**src/rtl/cascade_sched_pkg.sv**
```systemverilog
// ---------------------------------------------------------------------------
// cascade_sched_pkg
// Shared definitions for the Haar-cascade window scheduler and its neighbours
// (integral-image summer, bounding-box block). It holds the default window
// geometry, the classifier stage count and the 3-bit scheduler state encoding,
// so that every block agrees on the same window size and stride.
// ---------------------------------------------------------------------------
package cascade_sched_pkg;

    localparam int unsigned NUM_STAGES = 36;   // classifier stage cores
    localparam int unsigned IDX_W      = 6;    // width of stage index
    localparam int unsigned WIN        = 24;   // window edge in pixels
    localparam int unsigned STEP       = 1;    // stride in x and y

    typedef enum logic [2:0] {
        ST_IDLE  = 3'd0,
        ST_LOAD  = 3'd1,
        ST_ISSUE = 3'd2,
        ST_WAIT  = 3'd3,
        ST_EMIT  = 3'd4,
        ST_NEXT  = 3'd5,
        ST_DONE  = 3'd6
    } sched_state_e;

    // True when a window placed at origin+adv still lies inside limit.
    // The sum is widened beyond 32 bits so images close to 2^32 pixels wide
    // cannot wrap the comparison.
    function automatic logic win_fits(input logic [31:0] origin,
                                      input logic [31:0] adv,
                                      input logic [31:0] win,
                                      input logic [31:0] limit);
        logic [33:0] end_pos;
        end_pos  = {2'b00, origin} + {2'b00, adv} + {2'b00, win};
        win_fits = (end_pos <= {2'b00, limit});
    endfunction

    // Saturating 16-bit increment for the detection counter.
    function automatic logic [15:0] sat_inc16(input logic [15:0] val);
        if (val == 16'hFFFF) begin
            sat_inc16 = val;
        end else begin
            sat_inc16 = val + 16'd1;
        end
    endfunction

endpackage

```
**src/rtl/cascade_sched_win_stepper.sv**
```systemverilog
// ---------------------------------------------------------------------------
// win_stepper
// Holds the current detection-window origin and performs the raster advance
// (x fastest, stride STEP_P). It also flags when the next advance would push
// the window past the bottom of the image, which ends the scan.
//
// Ports
//   clk_i, rst_i   clock, asynchronous active-high reset
//   clear_i        return origin to (0,0)
//   advance_i      move to the next raster position
//   width_i        latched image width
//   height_i       latched image height
//   x_o, y_o       current window origin (registered)
//   scan_end_o     advancing from the current origin ends the scan
// ---------------------------------------------------------------------------
module win_stepper
    import cascade_sched_pkg::*;
#(
    parameter int unsigned WIN_P  = WIN,
    parameter int unsigned STEP_P = STEP
) (
    input  logic        clk_i,
    input  logic        rst_i,
    input  logic        clear_i,
    input  logic        advance_i,
    input  logic [31:0] width_i,
    input  logic [31:0] height_i,
    output logic [31:0] x_o,
    output logic [31:0] y_o,
    output logic        scan_end_o
);

    localparam logic [31:0] WIN_W  = 32'(WIN_P);
    localparam logic [31:0] STEP_W = 32'(STEP_P);

    logic [31:0] x_q;
    logic [31:0] x_d;
    logic [31:0] y_q;
    logic [31:0] y_d;
    logic        wrap_s;
    logic        scan_end_s;

    // Row wrap when the next x no longer fits; scan ends when the wrapped
    // row would also fall off the bottom edge.
    assign wrap_s     = !win_fits(x_q, STEP_W, WIN_W, width_i);
    assign scan_end_s = wrap_s && !win_fits(y_q, STEP_W, WIN_W, height_i);

    // Next-origin selection: clear, raster advance or hold.
    always_comb begin
        x_d = x_q;
        y_d = y_q;
        if (clear_i) begin
            x_d = 32'd0;
            y_d = 32'd0;
        end else if (advance_i) begin
            if (wrap_s) begin
                x_d = 32'd0;
                y_d = y_q + STEP_W;
            end else begin
                x_d = x_q + STEP_W;
                y_d = y_q;
            end
        end else begin
            x_d = x_q;
            y_d = y_q;
        end
    end

    // Origin registers.
    always_ff @(posedge clk_i or posedge rst_i) begin
        if (rst_i) begin
            x_q <= 32'd0;
            y_q <= 32'd0;
        end else begin
            x_q <= x_d;
            y_q <= y_d;
        end
    end

    assign x_o        = x_q;
    assign y_o        = y_q;
    assign scan_end_o = scan_end_s;

endmodule

```
**src/rtl/cascade_sched.sv**
```systemverilog
// ---------------------------------------------------------------------------
// cascade_sched
// Window scheduler for the Haar-cascade face detector. Once the integral
// image is ready it walks a WIN_P x WIN_P window over the image in raster
// order, issues the classifier stages one at a time per window, abandons a
// window at its first failing stage, and hands every fully passing window to
// the bounding-box block over a valid/ready handshake.
//
// Ports
//   clk_i, rst_i           clock, asynchronous active-high reset
//   width_i, height_i      image size, captured with start_i
//   start_i                integral image ready (one-cycle pulse)
//   stage_start_o          evaluate stage_idx_o on the current window
//   stage_idx_o            stage being issued
//   win_x_o, win_y_o       current window origin
//   stage_done_i           stage result valid
//   stage_pass_i           stage result, qualified by stage_done_i
//   det_valid_o            detection pending
//   det_x_o, det_y_o       detection origin, stable while det_valid_o
//   det_ready_i            bounding-box block accepts the detection
//   busy_o                 scan in progress (LOAD through DONE)
//   done_o                 scan complete (one-cycle pulse)
//   det_count_o            detections this scan, saturating
// ---------------------------------------------------------------------------
module cascade_sched
    import cascade_sched_pkg::*;
#(
    parameter int unsigned NUM_STAGES_P = NUM_STAGES,
    parameter int unsigned WIN_P        = WIN,
    parameter int unsigned STEP_P       = STEP
) (
    input  logic        clk_i,
    input  logic        rst_i,
    input  logic [31:0] width_i,
    input  logic [31:0] height_i,
    input  logic        start_i,
    output logic        stage_start_o,
    output logic [5:0]  stage_idx_o,
    output logic [31:0] win_x_o,
    output logic [31:0] win_y_o,
    input  logic        stage_done_i,
    input  logic        stage_pass_i,
    output logic        det_valid_o,
    output logic [31:0] det_x_o,
    output logic [31:0] det_y_o,
    input  logic        det_ready_i,
    output logic        busy_o,
    output logic        done_o,
    output logic [15:0] det_count_o
);

    localparam logic [5:0]  LAST_STAGE = 6'(NUM_STAGES_P - 1);
    localparam logic [31:0] WIN_W      = 32'(WIN_P);

    sched_state_e state_q;
    logic [31:0]  width_q;
    logic [31:0]  height_q;
    logic [5:0]   stage_idx_q;
    logic         stage_start_q;
    logic         det_valid_q;
    logic [31:0]  det_x_q;
    logic [31:0]  det_y_q;
    logic         busy_q;
    logic         done_q;
    logic [15:0]  det_count_q;

    logic         step_clear_s;
    logic         step_advance_s;
    logic [31:0]  win_x_s;
    logic [31:0]  win_y_s;
    logic         scan_end_s;

    // The stepper moves exactly once per NEXT and is cleared in LOAD.
    assign step_clear_s   = (state_q == ST_LOAD);
    assign step_advance_s = (state_q == ST_NEXT);

    win_stepper #(
        .WIN_P  (WIN_P),
        .STEP_P (STEP_P)
    ) u_win_stepper (
        .clk_i      (clk_i),
        .rst_i      (rst_i),
        .clear_i    (step_clear_s),
        .advance_i  (step_advance_s),
        .width_i    (width_q),
        .height_i   (height_q),
        .x_o        (win_x_s),
        .y_o        (win_y_s),
        .scan_end_o (scan_end_s)
    );

    // Scheduler FSM. Pulse outputs (stage_start, done) are set on the
    // transition into their state so they are registered and last one cycle.
    always_ff @(posedge clk_i or posedge rst_i) begin
        if (rst_i) begin
            state_q       <= ST_IDLE;
            width_q       <= 32'd0;
            height_q      <= 32'd0;
            stage_idx_q   <= 6'd0;
            stage_start_q <= 1'b0;
            det_valid_q   <= 1'b0;
            det_x_q       <= 32'd0;
            det_y_q       <= 32'd0;
            busy_q        <= 1'b0;
            done_q        <= 1'b0;
            det_count_q   <= 16'd0;
        end else begin
            stage_start_q <= 1'b0;
            done_q        <= 1'b0;
            case (state_q)
                ST_IDLE: begin
                    if (start_i) begin
                        width_q  <= width_i;
                        height_q <= height_i;
                        busy_q   <= 1'b1;
                        state_q  <= ST_LOAD;
                    end else begin
                        state_q  <= ST_IDLE;
                    end
                end

                ST_LOAD: begin
                    stage_idx_q <= 6'd0;
                    det_count_q <= 16'd0;
                    if ((width_q < WIN_W) || (height_q < WIN_W)) begin
                        done_q  <= 1'b1;
                        state_q <= ST_DONE;
                    end else begin
                        stage_start_q <= 1'b1;
                        state_q       <= ST_ISSUE;
                    end
                end

                ST_ISSUE: begin
                    state_q <= ST_WAIT;
                end

                ST_WAIT: begin
                    if (stage_done_i) begin
                        if (!stage_pass_i) begin
                            state_q <= ST_NEXT;
                        end else if (stage_idx_q != LAST_STAGE) begin
                            stage_idx_q   <= stage_idx_q + 6'd1;
                            stage_start_q <= 1'b1;
                            state_q       <= ST_ISSUE;
                        end else begin
                            det_valid_q <= 1'b1;
                            det_x_q     <= win_x_s;
                            det_y_q     <= win_y_s;
                            state_q     <= ST_EMIT;
                        end
                    end else begin
                        state_q <= ST_WAIT;
                    end
                end

                ST_EMIT: begin
                    if (det_ready_i) begin
                        det_valid_q <= 1'b0;
                        det_count_q <= sat_inc16(det_count_q);
                        state_q     <= ST_NEXT;
                    end else begin
                        state_q     <= ST_EMIT;
                    end
                end

                ST_NEXT: begin
                    stage_idx_q <= 6'd0;
                    if (scan_end_s) begin
                        done_q  <= 1'b1;
                        state_q <= ST_DONE;
                    end else begin
                        stage_start_q <= 1'b1;
                        state_q       <= ST_ISSUE;
                    end
                end

                ST_DONE: begin
                    busy_q  <= 1'b0;
                    state_q <= ST_IDLE;
                end

                default: begin
                    det_valid_q <= 1'b0;
                    busy_q      <= 1'b0;
                    state_q     <= ST_IDLE;
                end
            endcase
        end
    end

    assign stage_start_o = stage_start_q;
    assign stage_idx_o   = stage_idx_q;
    assign win_x_o       = win_x_s;
    assign win_y_o       = win_y_s;
    assign det_valid_o   = det_valid_q;
    assign det_x_o       = det_x_q;
    assign det_y_o       = det_y_q;
    assign busy_o        = busy_q;
    assign done_o        = done_q;
    assign det_count_o   = det_count_q;

endmodule
```
**config.mk**
```make
export PLATFORM = sky130hd
export DESIGN_NAME = cascade_sched
export DESIGN_NICKNAME = d
export VERILOG_FILES = /design/src/rtl/cascade_sched_pkg.sv /design/src/rtl/cascade_sched_win_stepper.sv /design/src/rtl/cascade_sched.sv
export SDC_FILE = /design/constraint.sdc
export NUM_CORES = 1
export LEC_CHECK = 0
export ABC_AREA = 1
export BUFFER_PORTS_ARGS = -buffer_cell sky130_fd_sc_hd__buf_2
export CORE_MARGIN = 10
export CORE_UTILIZATION = 58
export CTS_BUF_LIST = sky130_fd_sc_hd__clkbuf_8 sky130_fd_sc_hd__clkbuf_16
export DETAILED_ROUTE_END_ITERATION = 8
export PLACE_DENSITY = 0.82
export SYNTH_ARGS = -nofsm -noshare
export SYNTH_HDL_FRONTEND = slang
export SYNTH_SLANG_ARGS = --single-unit
```
**constraint.sdc**
```tcl
create_clock -name clk_i -period 8.08 [get_ports clk_i]
set_clock_uncertainty 0.2 [all_clocks]
set_input_delay 1.212 -clock clk_i [delete_from_list [all_inputs] [get_ports clk_i]]
set_output_delay 1.212 -clock clk_i [all_outputs]
set_load 0.02 [all_outputs]
```
==> metrics.txt <==
status completed; layout cells sized above 1 0.166; Tcrit/Tclk final 0.647; CTS tree done; core footprint 0.0235 mm2; Syn Inst Count 1849; first-pass iteration count of the detailed router 5; routed vias/inst 5.57; Worst Path Required 8.28 ns; number of synthesized flops with an enable pin 0; Final WS setup 2.85 ns; Synth Warn # 0; Pleak 8.58 nW; register area share after synthesis 0.400; pwr/cell area 207 mW/mm2; pre-CTS setup slack 2.94 ns; routed length per instance 17.7 um; Finish-stage setup viols 0; Post-DP HPWL 32.4 mm; Max stage delay cell, worst path nand3_2; Num CTS Buffers 24; CTS root buf clkbuf_16; DRC errors left 0; Worst path max stage delay 0.66 ns; Startpoint Class flip-flop; setup_tns 0 ns; top fanout value on the critical path 29; dominant synthesized flop cell dfrtp_1; Setup Crit Path Kind flip-flop to flip-flop; GPL Wtd Cong 0.974; Starting Density 0.589; DR vias 13300; max-cap viol count 0; Rel. slew slack 0.250; Final nets 2198; total track usage 0.272; HP Class flip-flop to flip-flop; worst-path cell chain ha_1, nand3_2, inv_2, nand2_1, nand2_1, ha_1, nand3b_1, nor3_2, nand3_1, nor2_1, nand3_1, xor2_1, ha_1, a21oi_1, o21ai_0, nor2_1, nand2_1, nand2_1, nand2_1, nand2_1, nand2_1, nand2_1, nand3_2, o21ai_0; clock sink count 221; Layout area overhead 15.4%; Die Ht 174 um; RSZ-0062 raised after global routing false; Seq cells post-synth 221; Worst Setup End Kind flip-flop; H-tree levels 1; Congestion Overflow GR 0; clock latency on the worst-skew pair 0.53 ns; Worst path most repeated cell nand2_1; first-pass GRT wire length 67.8 mm; largest net degree at the start of global routing 118; Post-CTS Setup Repair Bufs 0; Synth cell types 45; fill cell count 2017; Worst-path clk slew 0.06 ns; Syn Area/Cell 7.48 um2; Worst Max-Slew Pin Slew 1.13 ns; FFs w/ async S/R, synth 1.00; PostCTS Resize Cnt 0; CTS Buffer Depth 3; vias in the first global route 12700; Die X 174 um; peak supply drop 0.284 mV; final worst path period need 5.23 ns; number of antenna violations at the first check in global routing 3; row cnt 56; synthesized area 0.0138 mm2; first-iteration detailed-routing DRC count 1615; port bufs 223; ANT nets after route 0; final hold vios 0; cts hold-fix bufs 0; boundary pin count 224; syn_nets 1989; die area 0.0304 mm2; fin. max-slew vios 0; CP arrival 5.42 ns; FMAX 191 MHz; final wirelength 42.3 mm
-- registers in the layout, indices dropped and copies added, names as in the netlist, 3 cells and up --
register and cells:
state_q 3, det_x_o 32, u_win_stepper.y_o 32, u_win_stepper.x_o 32, det_count_o 16, stage_idx_o 6, height_q 32, det_y_o 32
width_q 32
-- where the power goes --
part	internal (mW)	switching [mW]
sequential	1.29	0.116
clock	0.653	0.459
combinational	0.243	0.540
-- cell type report --
class,instances,area [um2],area share
multi-input combinational,1326,7100,0.445
sequential,221,5530,0.347
timing repair buffer,230,1170,0.0732
inverter,255,965,0.0605
clock buffer,32,722,0.0452
tap,319,399,0.0250
clock inverter,9,71.3,0.00447
antenna,1,2.50,0.000157
-- through the flow --
stage | area [um2] | util | hold slack (ns) | power [mW] | instances
2_1_floorplan | 13800 | - | 0.284 | 1.96 | 1849
3_3_place_gp | 15200 | 0.646 | 0.250 | 2.16 | 2351
3_5_place_dp | 15200 | 0.646 | 0.254 | 2.20 | 2351
4_1_cts | 16000 | 0.680 | 0.267 | 3.31 | 2392
5_1_grt | 16000 | 0.680 | 0.278 | 3.48 | 2392
6_report | 16000 | 0.680 | 0.264 | 3.30 | 2393
-- critical path, delay by kind of cell, from the launching register on --
kind | cells | cell delay (ns)
simple gates | 16 | 2.68
fa+ha+maj | 3 | 0.82
compound gates | 3 | 0.69
flops | 1 | 0.46
xor+xnor | 1 | 0.16
buf+inv | 1 | 0.08
-- synthesized netlist by cell type (4+ instances only) --
library cell,number,area share
a211oi_1,4,0.0022
o21ai_0,87,0.031
nor2_4,5,0.0041
nor3_1,30,0.011
a21oi_1,99,0.036
nand4_1,53,0.024
nand3_2,6,0.0043
nor2_1,202,0.055
inv_1,251,0.068
nand3_1,91,0.033
xor2_1,57,0.036
dfrtp_1,221,0.40
nand2_2,13,0.0059
inv_2,4,0.0011
o22ai_1,18,0.0081
nand2_1,496,0.13
xnor2_1,8,0.0051
nor4_1,20,0.0090
nand3b_1,5,0.0027
nor2_2,15,0.0068
clkbuf_1,34,0.0092
o22ai_2,10,0.0090
buf_1,4,0.0011
ha_1,70,0.063
buf_6,7,0.0057
-- final timing paths --
kind / from / end / slack [ns] / depth (start not counted)
worst max-delay path: u_win_stepper.x_o[0] / u_win_stepper.x_o[0] / 2.85 / 24
worst min-delay path: det_y_o[1] / det_y_o[1] / 0.26 / 2
worst max register to register: u_win_stepper.x_o[0] / u_win_stepper.x_o[0] / 2.85 / 24
worst min register to register: det_y_o[1] / det_y_o[1] / 0.26 / 2
max in group asynchronous: rst_i / det_y_o[5] / 5.77 / 3
min in group asynchronous: rst_i / det_x_o[26] / 0.55 / 2
-- cells in the final DEF (no fill, tap or decap), types with 3 or more instances in the layout --
| cell type | instances |
|---|---|
| nor3_2 | 3 |
| o22ai_1 | 18 |
| nor3_1 | 30 |
| nand3_1 | 91 |
| o21ai_0 | 87 |
| xor2_2 | 3 |
| nand2_1 | 496 |
| clkbuf_8 | 7 |
| clkinv_2 | 5 |
| xor2_1 | 57 |
| nor2_4 | 5 |
| xnor2_1 | 8 |
| nor2_2 | 15 |
| a21oi_1 | 99 |
| clkbuf_16 | 25 |
| buf_2 | 223 |
| o2111ai_1 | 3 |
| nand2_4 | 3 |
| buf_4 | 7 |
| inv_2 | 4 |
| nor4_1 | 20 |
| dfrtp_1 | 221 |
| a21o_1 | 3 |
| o22ai_2 | 10 |
| nand3b_1 | 5 |
| nor2_1 | 202 |
| nand2_2 | 13 |
| a211oi_1 | 4 |
| nand4_1 | 53 |
| nand3_2 | 6 |
| o21a_1 | 3 |
| nor2_8 | 3 |
| ha_1 | 70 |
| inv_1 | 252 |
-- metal layers --
| layer | global-route usage | share of wire | up-vias |
|---|---|---|---|
| li1 | - | - | 6378 |
| met1 | 0.389 | 0.44 | 6222 |
| met2 | 0.398 | 0.42 | 664 |
| met3 | 0.0789 | 0.12 | 71 |
| met4 | 0.0591 | 0.021 | 4 |
| met5 | 0 | 0.00064 | - |
-- cell families after synthesis --
family | count (synthesis) | share of synthesized area
buffers and inverters | 302 | 0.0870
muxes | 2 | 0.00163
AOI/OAI and AO/OA | 233 | 0.0959
DFF | 221 | 0.400
xor gates and xnor gates | 71 | 0.0498
adders and majority gates | 70 | 0.0633
and+or+nand+nor | 950 | 0.302
Power figures use the tool's default switching activity.
